`config.mk`:
```
export PLATFORM = sky130hd
export DESIGN_NAME = jtag_shift_engine_flat
export DESIGN_NICKNAME = d
export VERILOG_FILES = /design/src/rtl/jtag_pkg.sv /design/src/rtl/jtag_shift_engine_if.sv /design/src/rtl/jtag_tck_gen.sv /design/src/rtl/jtag_shift_engine.sv /design/src/flat_wrapper.sv
export SDC_FILE = /design/constraint.sdc
export NUM_CORES = 1
export LEC_CHECK = 0
export BUFFER_PORTS_ARGS = -buffer_cell sky130_fd_sc_hd__buf_2
export CAP_MARGIN = 20
export CORE_MARGIN = 5
export CORE_UTILIZATION = 55
export DETAILED_ROUTE_END_ITERATION = 8
export GPL_ROUTABILITY_DRIVEN = 0
export PLACE_DENSITY = 0.79
export SYNTH_ARGS = -nofsm -noshare
export SYNTH_HDL_FRONTEND = slang
export SYNTH_SLANG_ARGS = --single-unit
```
`constraint.sdc`:
```
create_clock -name clk -period 3.7 [get_ports clk]
set_input_delay 1.11 -clock clk [delete_from_list [all_inputs] [get_ports clk]]
set_output_delay 1.11 -clock clk [all_outputs]
set_load 0.005 [all_outputs]
```
`src/rtl/jtag_pkg.sv`:
```
// Shared types and constants for the hardware JTAG shift engine.
package jtag_pkg;

    typedef enum logic [1:0] {
        IDLE = 2'd0,
        LOW  = 2'd1,
        HIGH = 2'd2,
        RESP = 2'd3
    } jtag_state_t;

    localparam int   JTAG_MAX_LEN  = 32;
    localparam int   JTAG_LEN_W    = 6;
    localparam logic JTAG_TMS_IDLE = 1'b1;

    // Lengths beyond the vector width shift the full vector.
    function automatic logic [JTAG_LEN_W-1:0] clamp_len(input logic [JTAG_LEN_W-1:0] len);
        return (len > JTAG_LEN_W'(JTAG_MAX_LEN)) ? JTAG_LEN_W'(JTAG_MAX_LEN) : len;
    endfunction

endpackage

```
`src/rtl/jtag_shift_engine_if.sv`:
```
// Command/response handshake bundle between the GPIO-side master and the shift engine.
interface jtag_shift_engine_if;
    import jtag_pkg::*;

    logic                    cmd_valid;
    logic                    cmd_ready;
    logic [JTAG_LEN_W-1:0]   cmd_len;
    logic [JTAG_MAX_LEN-1:0] cmd_tms;
    logic [JTAG_MAX_LEN-1:0] cmd_tdi;
    logic                    cmd_trst;
    logic                    rsp_valid;
    logic                    rsp_ready;
    logic [JTAG_MAX_LEN-1:0] rsp_tdo;

    modport master (
        output cmd_valid, cmd_len, cmd_tms, cmd_tdi, cmd_trst, rsp_ready,
        input  cmd_ready, rsp_valid, rsp_tdo
    );

    modport slave (
        input  cmd_valid, cmd_len, cmd_tms, cmd_tdi, cmd_trst, rsp_ready,
        output cmd_ready, rsp_valid, rsp_tdo
    );

endinterface

```
`src/rtl/jtag_tck_gen.sv`:
```
// Half-period timer: strobes phase_end on the last clk cycle of every tck phase while running.
module jtag_tck_gen #(
    parameter int HALF_PERIOD = 2
) (
    input  logic clk,
    input  logic rst_n,
    input  logic start,
    input  logic stop,
    output logic phase_end
);

    localparam logic [7:0] LAST_CNT = 8'(HALF_PERIOD - 1);

    logic [7:0] cnt_reg;
    logic       running_reg;

    assign phase_end = running_reg && (cnt_reg == LAST_CNT);

    always_ff @(posedge clk or negedge rst_n) begin
        if (!rst_n) begin
            cnt_reg     <= '0;
            running_reg <= 1'b0;
        end else if (start) begin
            cnt_reg     <= '0;
            running_reg <= 1'b1;
        end else if (stop) begin
            cnt_reg     <= '0;
            running_reg <= 1'b0;
        end else if (phase_end) begin
            cnt_reg <= '0;
        end else if (running_reg) begin
            cnt_reg <= cnt_reg + 8'd1;
        end
    end

endmodule

```
`src/rtl/jtag_shift_engine.sv`:
```
// JTAG master: shifts up to 32 TMS/TDI bit pairs toward the TAP, captures TDO, and
// returns the captured vector; also issues TRST pulses.
module jtag_shift_engine
    import jtag_pkg::*;
#(
    parameter int HALF_PERIOD = 2,
    parameter int MAX_LEN     = JTAG_MAX_LEN
) (
    input  logic                clk,
    input  logic                rst_n,
    jtag_shift_engine_if.slave  bus,
    output logic                busy,
    output logic                tck,
    output logic                tms,
    output logic                tdi,
    output logic                trst_n,
    input  logic                tdo
);

    localparam int IDX_W = $clog2(JTAG_MAX_LEN);

    localparam logic [1:0] ST_IDLE = IDLE;
    localparam logic [1:0] ST_LOW  = LOW;
    localparam logic [1:0] ST_HIGH = HIGH;
    localparam logic [1:0] ST_RESP = RESP;

    logic [1:0]              state_reg, state_next;
    logic                    ready_en_reg;
    logic [IDX_W-1:0]        idx_reg, idx_next;
    logic [JTAG_LEN_W-1:0]   len_reg, len_next;
    logic [JTAG_MAX_LEN-1:0] tms_vec_reg, tms_vec_next;
    logic [JTAG_MAX_LEN-1:0] tdi_vec_reg, tdi_vec_next;
    logic                    trst_mode_reg, trst_mode_next;
    logic                    done_reg, done_next;
    logic                    tck_reg, tck_next;
    logic                    tms_reg, tms_next;
    logic                    tdi_reg, tdi_next;
    logic                    trst_n_reg, trst_n_next;
    logic [MAX_LEN-1:0]      tdo_vec_reg;
    logic [MAX_LEN-1:0]      cap_sel;

    logic cmd_ready_int;
    logic accept;
    logic last_bit;
    logic capture_en;
    logic gen_start, gen_stop, phase_end;

    jtag_tck_gen #(
        .HALF_PERIOD(HALF_PERIOD)
    ) u_tck_gen (
        .clk      (clk),
        .rst_n    (rst_n),
        .start    (gen_start),
        .stop     (gen_stop),
        .phase_end(phase_end)
    );

    // ready_en_reg keeps cmd_ready low until the first edge after reset release.
    assign cmd_ready_int = ready_en_reg && (state_reg == ST_IDLE);
    assign accept        = bus.cmd_valid && cmd_ready_int;
    assign last_bit      = ({1'b0, idx_reg} == (len_reg - 6'd1));
    assign capture_en    = (state_reg == ST_HIGH) && phase_end && !trst_mode_reg;

    always_comb begin
        state_next     = state_reg;
        idx_next       = idx_reg;
        len_next       = len_reg;
        tms_vec_next   = tms_vec_reg;
        tdi_vec_next   = tdi_vec_reg;
        trst_mode_next = trst_mode_reg;
        done_next      = done_reg;
        tck_next       = tck_reg;
        tms_next       = tms_reg;
        tdi_next       = tdi_reg;
        trst_n_next    = trst_n_reg | ~ready_en_reg;
        gen_start      = 1'b0;
        gen_stop       = 1'b0;

        case (state_reg)
            ST_IDLE: begin
                if (accept) begin
                    tms_vec_next   = bus.cmd_tms;
                    tdi_vec_next   = bus.cmd_tdi;
                    len_next       = clamp_len(bus.cmd_len);
                    idx_next       = '0;
                    trst_mode_next = bus.cmd_trst;
                    state_next     = ST_LOW;
                    if (bus.cmd_trst) begin
                        trst_n_next = 1'b0;
                        gen_start   = 1'b1;
                    end else if (bus.cmd_len == '0) begin
                        done_next = 1'b1;
                    end else begin
                        tms_next  = bus.cmd_tms[0];
                        tdi_next  = bus.cmd_tdi[0];
                        gen_start = 1'b1;
                    end
                end
            end
            ST_LOW: begin
                // done_reg marks the single settling cycle between the work and RESP.
                if (done_reg) begin
                    done_next  = 1'b0;
                    state_next = ST_RESP;
                end else if (phase_end) begin
                    tck_next   = !trst_mode_reg;
                    state_next = ST_HIGH;
                end
            end
            ST_HIGH: begin
                if (phase_end) begin
                    tck_next   = 1'b0;
                    state_next = ST_LOW;
                    if (trst_mode_reg || last_bit) begin
                        trst_n_next = 1'b1;
                        gen_stop    = 1'b1;
                        done_next   = 1'b1;
                    end else begin
                        idx_next = idx_reg + 1'b1;
                        tms_next = tms_vec_reg[idx_next];
                        tdi_next = tdi_vec_reg[idx_next];
                    end
                end
            end
            ST_RESP: begin
                if (bus.rsp_ready) begin
                    state_next = ST_IDLE;
                end
            end
            default: state_next = ST_IDLE;
        endcase
    end

    for (genvar gi = 0; gi < MAX_LEN; gi++) begin : g_cap_sel
        assign cap_sel[gi] = capture_en && (idx_reg == IDX_W'(gi));
    end

    always_ff @(posedge clk or negedge rst_n) begin
        if (!rst_n) begin
            state_reg     <= ST_IDLE;
            ready_en_reg  <= 1'b0;
            idx_reg       <= '0;
            len_reg       <= '0;
            tms_vec_reg   <= '0;
            tdi_vec_reg   <= '0;
            trst_mode_reg <= 1'b0;
            done_reg      <= 1'b0;
            tck_reg       <= 1'b0;
            tms_reg       <= JTAG_TMS_IDLE;
            tdi_reg       <= 1'b0;
            trst_n_reg    <= 1'b0;
            tdo_vec_reg   <= '0;
        end else begin
            state_reg     <= state_next;
            ready_en_reg  <= 1'b1;
            idx_reg       <= idx_next;
            len_reg       <= len_next;
            tms_vec_reg   <= tms_vec_next;
            tdi_vec_reg   <= tdi_vec_next;
            trst_mode_reg <= trst_mode_next;
            done_reg      <= done_next;
            tck_reg       <= tck_next;
            tms_reg       <= tms_next;
            tdi_reg       <= tdi_next;
            trst_n_reg    <= trst_n_next;
            if (accept) begin
                tdo_vec_reg <= '0;
            end else begin
                tdo_vec_reg <= (tdo_vec_reg & ~cap_sel) | (cap_sel & {MAX_LEN{tdo}});
            end
        end
    end

    assign bus.cmd_ready = cmd_ready_int;
    assign bus.rsp_valid = (state_reg == ST_RESP);
    assign bus.rsp_tdo   = tdo_vec_reg;
    assign busy          = (state_reg != ST_IDLE);
    assign tck           = tck_reg;
    assign tms           = tms_reg;
    assign tdi           = tdi_reg;
    assign trst_n        = trst_n_reg;

endmodule

```
`src/flat_wrapper.sv`:
```
// flat-port wrapper written by rule: the top's interface ports become plain ports
module jtag_shift_engine_flat import jtag_pkg::*;
#(
    parameter int HALF_PERIOD = 2,
    parameter int MAX_LEN     = JTAG_MAX_LEN
)
  (clk, rst_n, busy, tck, tms, tdi, trst_n, tdo, bus_cmd_valid, bus_cmd_len, bus_cmd_tms, bus_cmd_tdi, bus_cmd_trst, bus_rsp_ready, bus_cmd_ready, bus_rsp_valid, bus_rsp_tdo);
  jtag_shift_engine_if bus_i ();
  input  logic clk;
  input  logic rst_n;
  output logic busy;
  output logic tck;
  output logic tms;
  output logic tdi;
  output logic trst_n;
  input  logic tdo;
  input wire logic [$bits(bus_i.cmd_valid)-1:0] bus_cmd_valid;
  input wire logic [$bits(bus_i.cmd_len)-1:0] bus_cmd_len;
  input wire logic [$bits(bus_i.cmd_tms)-1:0] bus_cmd_tms;
  input wire logic [$bits(bus_i.cmd_tdi)-1:0] bus_cmd_tdi;
  input wire logic [$bits(bus_i.cmd_trst)-1:0] bus_cmd_trst;
  input wire logic [$bits(bus_i.rsp_ready)-1:0] bus_rsp_ready;
  output wire logic [$bits(bus_i.cmd_ready)-1:0] bus_cmd_ready;
  output wire logic [$bits(bus_i.rsp_valid)-1:0] bus_rsp_valid;
  output wire logic [$bits(bus_i.rsp_tdo)-1:0] bus_rsp_tdo;
  assign bus_i.cmd_valid = bus_cmd_valid;
  assign bus_i.cmd_len = bus_cmd_len;
  assign bus_i.cmd_tms = bus_cmd_tms;
  assign bus_i.cmd_tdi = bus_cmd_tdi;
  assign bus_i.cmd_trst = bus_cmd_trst;
  assign bus_i.rsp_ready = bus_rsp_ready;
  assign bus_cmd_ready = bus_i.cmd_ready;
  assign bus_rsp_valid = bus_i.rsp_valid;
  assign bus_rsp_tdo = bus_i.rsp_tdo;
  jtag_shift_engine #(.HALF_PERIOD(HALF_PERIOD), .MAX_LEN(MAX_LEN)) u_core (.clk(clk), .rst_n(rst_n), .bus(bus_i), .busy(busy), .tck(tck), .tms(tms), .tdi(tdi), .trst_n(trst_n), .tdo(tdo));
endmodule
```
==> run summary, run 1 <==
- **status** finished, final reports clean
- **EDFF count, synth** 0
- **number of max-slew violations in the final report** 0
- **Layout Nets** 893
- **cells traversed along the worst timing path** ha_1 > and3_1 > ha_1 > nand2_1 > o311ai_1 > a2111oi_0 > a2111o_1 > mux2_2
- **Sequential Power Share** 37.5%
- **initial standard-cell utilization of the core** 55.5%
- **Area Growth Syn to Fin** 21.1%
- **share of layout cells above drive strength 1** 21.5%
- **cell area power density** 813 mW/mm2
- **Top FF cell, synth** sky130_fd_sc_hd__dfrtp_1
- **top library cells by usage in the layout, fill and taps aside** 280 x sky130_fd_sc_hd__nand2_1, 124 x sky130_fd_sc_hd__dfrtp_1, 113 x sky130_fd_sc_hd__buf_2, 32 x sky130_fd_sc_hd__nor2_1
- **fill cell total of the finished layout** 837
- **overall power** 0.00615 W
- **Max-cap violations** 0
- **non-filler instance count after layout** 960
- **Clock Latency Late Sink** 0.42 ns
- **Int Pwr** 0.00398 W
- **f_max** 0.324 GHz
- **post-CTS resize count** 0
- **proportion of synthesized chip area in sequential cells** 50.1%
- **number of distinct library cells after synthesis** 57
- **aggregate global-route resource usage** 24.1%
- **largest fanout on the critical path** 14
- **# setup viols final** 0
- **Setup CP Type** reg -> reg
- **GR Overflow Total** 0
- **core region area** 0.0113 mm2
- **Final Cycle Share** 83.3%
- **Most Frequent Cell on Critical Path** sky130_fd_sc_hd__ha_1
- **syn_nets** 792
- **drt pass-1 iters** 5
- **total wirelength of the detailed-routed design** 15.6 mm
- **most common cell after layout, fill and taps aside** sky130_fd_sc_hd__nand2_1
- **combined area of all synthesized cells** 0.00625 mm2
- **Reg area** 0.00313 mm2
- **data required time of the critical path** 4.00 ns
- **Wirelength per Cell** 16.3 um
- **TritonCTS clock tree** built
- **antenna violations before repair** 0
- **number of vias per cell** 5.63
- **nature of the critical path startpoint** flip-flop
- **relative slew slack** 36.3%
- **Clock Sink Count** 125
- **Finished Cell Area** 0.00757 mm2
- **clock network power share** 29.3%
- **row count** 39
- **number of antenna repair diodes** 0
- **register bit count reported by yosys** 125
- **share of flip-flops with an asynchronous set or reset** 100%
- **DRC marker count from the first detailed-route iteration** 376
- **vertical die dimension** 117 um
- **Avg Synthesized Cell Area** 8.89 um2
- **number of warnings reported in the yosys synthesis log** 0
- **total net switching power** 0.00217 W
- **number of instances in the synthesized netlist** 703
- **placed wire-length estimate after detailed placement** 10.7 mm
- **setup repair after global routing missed its margin** false
- **number of I/O pins** 115
- **final cell utilization of the core** 67.1%
- **Peak VDD IR** 0.000400 V
- **hold buffer count at CTS** 0
- **endpoint kind of the worst setup timing path** flip-flop
- **final total negative setup slack** 0 ns
- **post-CTS repair timing setup buffer count** 0
- **Leak** 3.85 nW
- **Post-Place Cells** 928
- **delay of the slowest critical-path stage** 0.64 ns
- **drt drc** 0
- **largest net degree at the start of global routing** 68
- **total number of H-tree levels** 4
- **switching share of power** 35.3%
- **setup skew after layout** 0.0143 ns
- **cell at the root of the clock tree** sky130_fd_sc_hd__clkbuf_16
- **die footprint** 0.0136 mm2
- **count of input and output buffers** 114
- **via total after detailed routing** 5400
- **Final min period** 3.08 ns
- **share of power burned in combinational logic** 33.2%
- **CTS clock-pin slew for the worst setup and hold paths** 0.06 ns
- **number of global-route vias before repair** 5393
- **wire length of the first global-routing pass** 25.7 mm
- **area of combinational cells with multiple inputs** 0.00292 mm2
- **hold violation count in the final report** 0
- **actual transition at the worst max-transition pin** 0.948 ns
- **final antenna-violating net count** 0
- **maximum root-to-sink buffer count** 2
- **cts bufs inserted** 17
- **library cell contributing the largest single delay on the critical path** sky130_fd_sc_hd__ha_1
- **class of the tightest hold or removal check** reg -> reg
- **CP arrival** 3.38 ns
- **die outline width** 117 um
- **placed inst area** 0.00693 mm2
-- stage by stage --
stage	setup slack [ns]	hold slack, ns
3_5_place_dp	0.659	0.464
3_3_place_gp	0.725	0.457
4_1_cts	0.652	0.478
2_1_floorplan	0.901	0.438
6_report	0.618	0.471
5_1_grt	0.475	0.491
-- Yosys cell counts (all sizes together), types with 2 or more instances --
cell | instances | area share [%]
nor2b | 5 | 0.50
o211ai | 3 | 0.36
o311ai | 3 | 0.42
mux2i | 25 | 4.0
dfrtp | 124 | 50
o21ai | 20 | 1.7
nor4 | 4 | 0.74
and3 | 6 | 0.60
a22oi | 2 | 0.24
ha | 13 | 2.6
a21oi | 20 | 1.6
a32oi | 2 | 0.28
clkbuf | 26 | 1.6
mux4 | 9 | 3.2
xnor2 | 9 | 1.3
o22ai | 4 | 0.40
nor3 | 12 | 0.96
nand3 | 26 | 2.1
nand2 | 280 | 17
o31ai | 3 | 0.36
nand3b | 5 | 0.60
buf | 14 | 1.2
nand2b | 7 | 0.70
inv | 11 | 0.66
xor2 | 4 | 0.86
mux2 | 6 | 1.1
nand4 | 6 | 0.60
nor2 | 32 | 1.9
or4 | 3 | 0.36
-- kinds of logic (layout without fill, tap and decap cells) --
logic type	Yosys count	after routing	synth area share, %
xor gates and xnor gates	13	13	2.12
and+or+nand+nor	393	393	26.8
muxes	40	40	8.33
other	1	1	0.0600
buffers and inverters	52	166	3.46
adders and majority gates	13	13	2.60
AOI/OAI and AO/OA	66	66	6.57
DFF	125	125	50.1
-- path summary, 6_finish.rpt --
kind	from	endpoint	slack, ns	cells after the start
max	u_core.idx_reg[0]$_DFFE_PN0P_	u_core.tdi$_DFFE_PN0P_	0.62	8
min	u_core.tdi_vec_reg[30]$_DFFE_PN0P_	u_core.tdi_vec_reg[30]$_DFFE_PN0P_	0.47	2
max reg2reg	u_core.idx_reg[0]$_DFFE_PN0P_	u_core.tdi$_DFFE_PN0P_	0.62	8
min reg2reg	u_core.tdi_vec_reg[30]$_DFFE_PN0P_	u_core.tdi_vec_reg[30]$_DFFE_PN0P_	0.47	2
max in group asynchronous	rst_n	u_core.tms_vec_reg[28]$_DFFE_PN0P_	2.14	2
min in group asynchronous	rst_n	u_core.bus.rsp_tdo[9]$_DFF_PN0_	0.77	1
-- area by class of cell --
| type | instances | area share, % |
|---|---|---|
| inverters | 12 | 0.595 |
| clock buffers | 19 | 5.99 |
| multi-input cells | 526 | 38.5 |
| flip-flops and latches | 125 | 41.4 |
| well taps | 143 | 2.36 |
| repair buffers | 122 | 8.70 |
| clock inverters | 13 | 2.48 |
-- worst max-delay path: cells and delay by family, from the launching register on --
family,cells,cell delay [ns]
adders and majority gates,2,0.96
and+or+nand+nor,2,0.41
DFF,1,0.53
AOI/OAI and AO/OA,3,0.80
muxes,1,0.26
-- routing by layer --
metal	global-route usage, %	vias to the layer above	share of wire (%)
li1	-	2552	-
met1	31.5	2579	41
met2	39.4	229	50
met3	5.03	40	6.1
met4	9.94	0	2.6
met5	0	-	0
-- power by group through the flow --
stage | sequential [W] | clock (W) | combinational, W
final | 0.00230 | 0.00180 | 0.00204
after floorplan | 0.00219 | 0 | 0.00146
after global routing | 0.00237 | 0.00187 | 0.00227
after detailed placement | 0.00231 | 0 | 0.00202
after global placement | 0.00229 | 0 | 0.00193
after CTS | 0.00230 | 0.00181 | 0.00204
Note: power is estimated with default switching activity, not from simulation.
==> inputs of run 2 (changes only) <==
Settings changed: CORE_UTILIZATION 55 to 51, PLACE_DENSITY 0.79 to 0.77.
Clock period 3.7 ns to 2.8 ns, I/O delays scaled along.
==> run summary, run 2 (synthesis results as in run 1) <==
- **delay of the slowest critical-path stage** 0.46 ns
- **Layout Nets** 907
- **cts bufs inserted** 17
- **top library cells by usage in the layout, fill and taps aside** 280 x sky130_fd_sc_hd__nand2_1, 124 x sky130_fd_sc_hd__dfrtp_1, 113 x sky130_fd_sc_hd__buf_2, 32 x sky130_fd_sc_hd__nor2_1
- **Setup CP Type** reg -> reg
- **cell at the root of the clock tree** sky130_fd_sc_hd__clkbuf_16
- **most common cell after layout, fill and taps aside** sky130_fd_sc_hd__nand2_1
- **launching element of the worst setup path** u_core.idx_reg[1]$_DFFE_PN0P_
- **cell area power density** 1070 mW/mm2
- **Wirelength per Cell** 16.2 um
- **number of global-route vias before repair** 5490
- **fin worst setup slack** 0.179 ns
- **Area Growth Syn to Fin** 22.9%
- **CP arrival** 2.91 ns
- **DP Worst Slack** 0.0954 ns
- **final total negative setup slack** 0 ns
- **non-filler instance count after layout** 978
- **post-CTS repair timing setup buffer count** 0
- **CP delay by family, top** compound AO/OA/AOI/OAI gates
- **Final min period** 2.62 ns
- **endpoint kind of the worst setup timing path** flip-flop
- **number of antenna repair diodes** 0
- **initial standard-cell utilization of the core** 52.0%
- **number of vias per cell** 5.54
- **core region area** 0.0120 mm2
- **GR Overflow Total** 0
- **total wirelength of the detailed-routed design** 15.9 mm
- **launching point of the worst reg2reg path** u_core.idx_reg[1]$_DFFE_PN0P_
- **status** finished, final reports clean
- **share of layout cells above drive strength 1** 22.6%
- **hold buffer count at CTS** 0
- **die outline width** 121 um
- **final antenna-violating net count** 0
- **Peak VDD IR** 0.000503 V
- **post-CTS resize count** 0
- **Leak** 3.93 nW
- **TritonCTS clock tree** built
- **setup skew after layout** 0.00592 ns
- **library cell contributing the largest single delay on the critical path** sky130_fd_sc_hd__ha_1
- **relative slew slack** 55.1%
- **# setup viols final** 0
- **hold violation count in the final report** 0
- **aggregate global-route resource usage** 22.6%
- **Clock Latency Late Sink** 0.41 ns
- **Post-Place Cells** 946
- **Most Frequent Cell on Critical Path** sky130_fd_sc_hd__ha_1
- **class of the tightest hold or removal check** in -> async
- **setup repair after global routing missed its margin** false
- **via total after detailed routing** 5423
- **largest net degree at the start of global routing** 70
- **placed wire-length estimate after detailed placement** 11.2 mm
- **count of input and output buffers** 114
- **number of I/O pins** 115
- **wire length of the first global-routing pass** 26.6 mm
- **CTS clock-pin slew for the worst setup and hold paths** 0.06 ns
- **largest fanout on the critical path** 10
- **drt pass-1 iters** 5
- **antenna violations before repair** 0
- **maximum root-to-sink buffer count** 2
- **cells traversed along the worst timing path** ha_1 > and3_1 > ha_1 > nand2_1 > o311ai_1 > a2111oi_0 > a2111o_1 > mux2_2
- **Final Cycle Share** 93.6%
- **actual transition at the worst max-transition pin** 0.674 ns
- **data required time of the critical path** 3.09 ns
- **die footprint** 0.0146 mm2
- **Clock Sink Count** 125
- **Buffers & Inverters on Critical Path** 0
- **nature of the critical path startpoint** flip-flop
- **Max-cap violations** 0
- **f_max** 0.382 GHz
- **drt drc** 0
- **vertical die dimension** 121 um
- **DRC marker count from the first detailed-route iteration** 516
- **row count** 40
- **placed inst area** 0.00704 mm2
- **number of max-slew violations in the final report** 0
- **fill cell total of the finished layout** 980
- **Finished Cell Area** 0.00768 mm2
- **total number of H-tree levels** 4
-- run 2: cell count changes in the layout (fill, tap and decap cells not counted) --
cell / before / now
sky130_fd_sc_hd__clkinvlp_4: 3 / 2
sky130_fd_sc_hd__clkbuf_1: 0 / 2
sky130_fd_sc_hd__clkinv_2: 2 / 1
sky130_fd_sc_hd__clkbuf_8: 2 / 4
sky130_fd_sc_hd__buf_4: 7 / 21
sky130_fd_sc_hd__inv_6: 2 / 0
-- run 2: path summary, 6_finish.rpt --
check,to,slack [ns],cells past startpoint
max reg2reg,u_core.tdi$_DFFE_PN0P_,0.18,8
max,u_core.tdi$_DFFE_PN0P_,0.18,8
min in group clk,u_core.tdi_vec_reg[25]$_DFFE_PN0P_,0.47,2
min,u_core.u_tck_gen.cnt_reg[5]$_DFFE_PN0P_,0.43,1
max in group asynchronous,u_core.tms$_DFFE_PN1P_,1.65,2
min reg2reg,u_core.tdi_vec_reg[25]$_DFFE_PN0P_,0.47,2
-- run 2: power breakdown --
| group | switching, W | total [W] | leakage [nW] | internal (W) |
|---|---|---|---|---|
| clock | 0.000785 | 0.00237 | 0.310 | 0.00159 |
| combinational | 0.00156 | 0.00279 | 2.02 | 0.00123 |
| sequential | 0.000495 | 0.00303 | 1.59 | 0.00253 |
| total | 0.00284 | 0.00819 | 3.93 | 0.00535 |
-- run 2: metal layers --
metal  track usage (%)  vias to the layer above  share of wire, %
met2              37.5                      181                51
li1                  -                     2571                 -
met1              29.3                     2635                41
met5                 0                        -                 0
met4              7.72                        0               1.9
met3              5.05                       36               5.8
-- run 2: stage by stage --
stage          power, W  util (%)  hold slack, ns
5_1_grt         0.00871      64.0           0.473
3_5_place_dp    0.00578      58.6           0.462
4_1_cts         0.00821      64.0           0.446
2_1_floorplan   0.00482         -           0.438
3_3_place_gp    0.00562      58.6           0.455
6_report        0.00819      64.0           0.433
-- run 2: cell type report --
class	instances	area [um2]	share of cell area, %
well taps	147	184	2.39
inverters	12	45.0	0.586
multi-input cells	526	2920	37.9
flip-flops and latches	125	3130	40.7
clock buffers	23	488	6.35
repair buffers	136	763	9.93
clock inverters	9	158	2.05
==> inputs of run 3 (changes only) <==
Settings changed: RECOVER_POWER set to 25.
==> run summary, run 3 (synthesis results as in run 1) <==
- **total net switching power** 0.00284 W
- **cts bufs inserted** 17
- **GR Overflow Total** 0
- **placed wire-length estimate after detailed placement** 11.2 mm
- **number of I/O pins** 115
- **final antenna-violating net count** 0
- **routing usage on met2** 37.5%
- **Worst Hold Slack** 0.473 ns
- **layer carrying the most global-route usage** met2
- **count of input and output buffers** 114
- **cell area power density** 1070 mW/mm2
- **area of combinational cells with multiple inputs** 0.00292 mm2
- **number of max-slew violations in the final report** 0
- **CP arrival** 2.90 ns
- **drt pass-1 iters** 5
- **hold violation count in the final report** 0
- **Area Growth Syn to Fin** 22.6%
- **Int Pwr** 0.00535 W
- **post-CTS repair timing setup buffer count** 0
- **number of antenna repair diodes** 0
- **DRC marker count from the first detailed-route iteration** 489
- **total wirelength of the detailed-routed design** 15.9 mm
- **Leak** 3.92 nW
- **status** finished, final reports clean
- **clock network power share** 29.0%
- **final total negative setup slack** 0 ns
- **Peak VDD IR** 0.000502 V
- **met3 track utilization from global routing** 5.05%
- **class of the tightest hold or removal check** reg -> reg
- **Clock Sink Count** 125
- **total number of H-tree levels** 4
- **cell at the root of the clock tree** sky130_fd_sc_hd__clkbuf_16
- **Final Cycle Share** 93.2%
- **largest fanout on the critical path** 7
- **die footprint** 0.0146 mm2
- **Post-Place Cells** 946
- **Max-cap violations** 0
- **hold buffer count at CTS** 0
- **actual transition at the worst max-transition pin** 1.11 ns
- **non-filler instance count after layout** 978
- **f_max** 0.383 GHz
- **row count** 40
- **wire length of the first global-routing pass** 26.6 mm
- **data required time of the critical path** 3.09 ns
- **switching share of power** 34.7%
- **Clock Latency Late Sink** 0.41 ns
- **number of global-route vias before repair** 5490
- **setup repair after global routing missed its margin** false
- **aggregate global-route resource usage** 22.6%
- **top library cells by usage in the layout, fill and taps aside** 280 x sky130_fd_sc_hd__nand2_1, 124 x sky130_fd_sc_hd__dfrtp_1, 113 x sky130_fd_sc_hd__buf_2, 32 x sky130_fd_sc_hd__nor2_1
- **met1 GRT Util** 29.3%
- **vertical die dimension** 121 um
- **largest net degree at the start of global routing** 70
- **drt drc** 0
- **core region area** 0.0120 mm2
- **die outline width** 121 um
- **setup skew after layout** 0.00685 ns
- **endpoint kind of the worst setup timing path** flip-flop
- **Layout Nets** 907
- **number of vias per cell** 5.53
- **initial standard-cell utilization of the core** 52.0%
- **fill cell total of the finished layout** 983
- **antenna violations before repair** 0
- **Setup CP Type** reg -> reg
- **maximum root-to-sink buffer count** 2
- **Wirelength per Cell** 16.3 um
- **# setup viols final** 0
- **CTS clock-pin slew for the worst setup and hold paths** 0.05 ns
- **nature of the critical path startpoint** flip-flop
- **Reg area** 0.00313 mm2
- **share of layout cells above drive strength 1** 22.5%
- **post-CTS resize count** 0
- **TritonCTS clock tree** built
- **worst-case register-to-register setup slack** 0.19 ns
- **most common cell after layout, fill and taps aside** sky130_fd_sc_hd__nand2_1
- **share of power burned in combinational logic** 34.0%
- **relative slew slack** 25.9%
- **Sequential Power Share** 37.0%
- **via total after detailed routing** 5412
- **Final min period** 2.61 ns
==> run 3: changes by cell type in the layout (fill, tap and decap cells not counted), sizes merged <==
cell and change:
buf -3, clkbuf +3
==> run 3: final cells by class <==
class / instances / share of cell area [%]
timing repair buffer: 136 / 9.68
tap: 147 / 2.40
multi-input combinational: 526 / 38.1
inverter: 12 / 0.588
clock buffer: 23 / 6.37
clock inverter: 9 / 2.06
sequential: 125 / 40.8
==> run 3: critical path: stages (launching register included) <==
cell                        delay, ns
sky130_fd_sc_hd__dfrtp_1         0.45
sky130_fd_sc_hd__inv_1           0.11
sky130_fd_sc_hd__ha_1            0.42
sky130_fd_sc_hd__buf_4           0.22
sky130_fd_sc_hd__nor2_1          0.17
sky130_fd_sc_hd__nand2_1         0.12
sky130_fd_sc_hd__o311ai_1        0.23
sky130_fd_sc_hd__a2111oi_0       0.11
sky130_fd_sc_hd__a2111o_1        0.40
sky130_fd_sc_hd__mux2_2          0.26
==> run 3: metal layers <==
metal / share of wire [%] / vias to the layer above
met5: 0 / -
met4: 1.8 / 0
met3: 5.2 / 32
met2: 51 / 193
met1: 42 / 2619
li1: - / 2568
==> run 3: power by group through the flow <==
stage / sequential [W] / clock (W) / combinational [W]
2_1_floorplan: 0.00290 / 0 / 0.00192
3_3_place_gp: 0.00300 / 0 / 0.00262
3_5_place_dp: 0.00303 / 0 / 0.00275
4_1_cts: 0.00302 / 0.00240 / 0.00279
5_1_grt: 0.00310 / 0.00249 / 0.00313
6_report: 0.00303 / 0.00237 / 0.00278
==> run 3: final timing paths <==
check / startpoint / end / depth (start not counted)
hold / removal: u_core.tdi_vec_reg[25]$_DFFE_PN0P_ / u_core.tdi_vec_reg[25]$_DFFE_PN0P_ / 2
setup / recovery: u_core.idx_reg[1]$_DFFE_PN0P_ / u_core.tdi$_DFFE_PN0P_ / 9
max in group asynchronous: rst_n / u_core.tms_vec_reg[10]$_DFFE_PN0P_ / 2
setup reg to reg: u_core.idx_reg[1]$_DFFE_PN0P_ / u_core.tdi$_DFFE_PN0P_ / 9
hold reg to reg: u_core.tdi_vec_reg[25]$_DFFE_PN0P_ / u_core.tdi_vec_reg[25]$_DFFE_PN0P_ / 2
min in group asynchronous: rst_n / u_core.u_tck_gen.cnt_reg[5]$_DFFE_PN0P_ / 1
==> run 3: per-stage QoR <==
stage          instance area [um2]  total power, W  util [%]  setup WS, ns
3_5_place_dp                  7040         0.00578      58.6        0.0954
3_3_place_gp                  7040         0.00562      58.6         0.206
2_1_floorplan                 6250         0.00482         -      0.000862
6_report                      7660         0.00818      63.8         0.189
4_1_cts                       7680         0.00821      64.0         0.215
5_1_grt                       7660         0.00871      63.8        0.0396
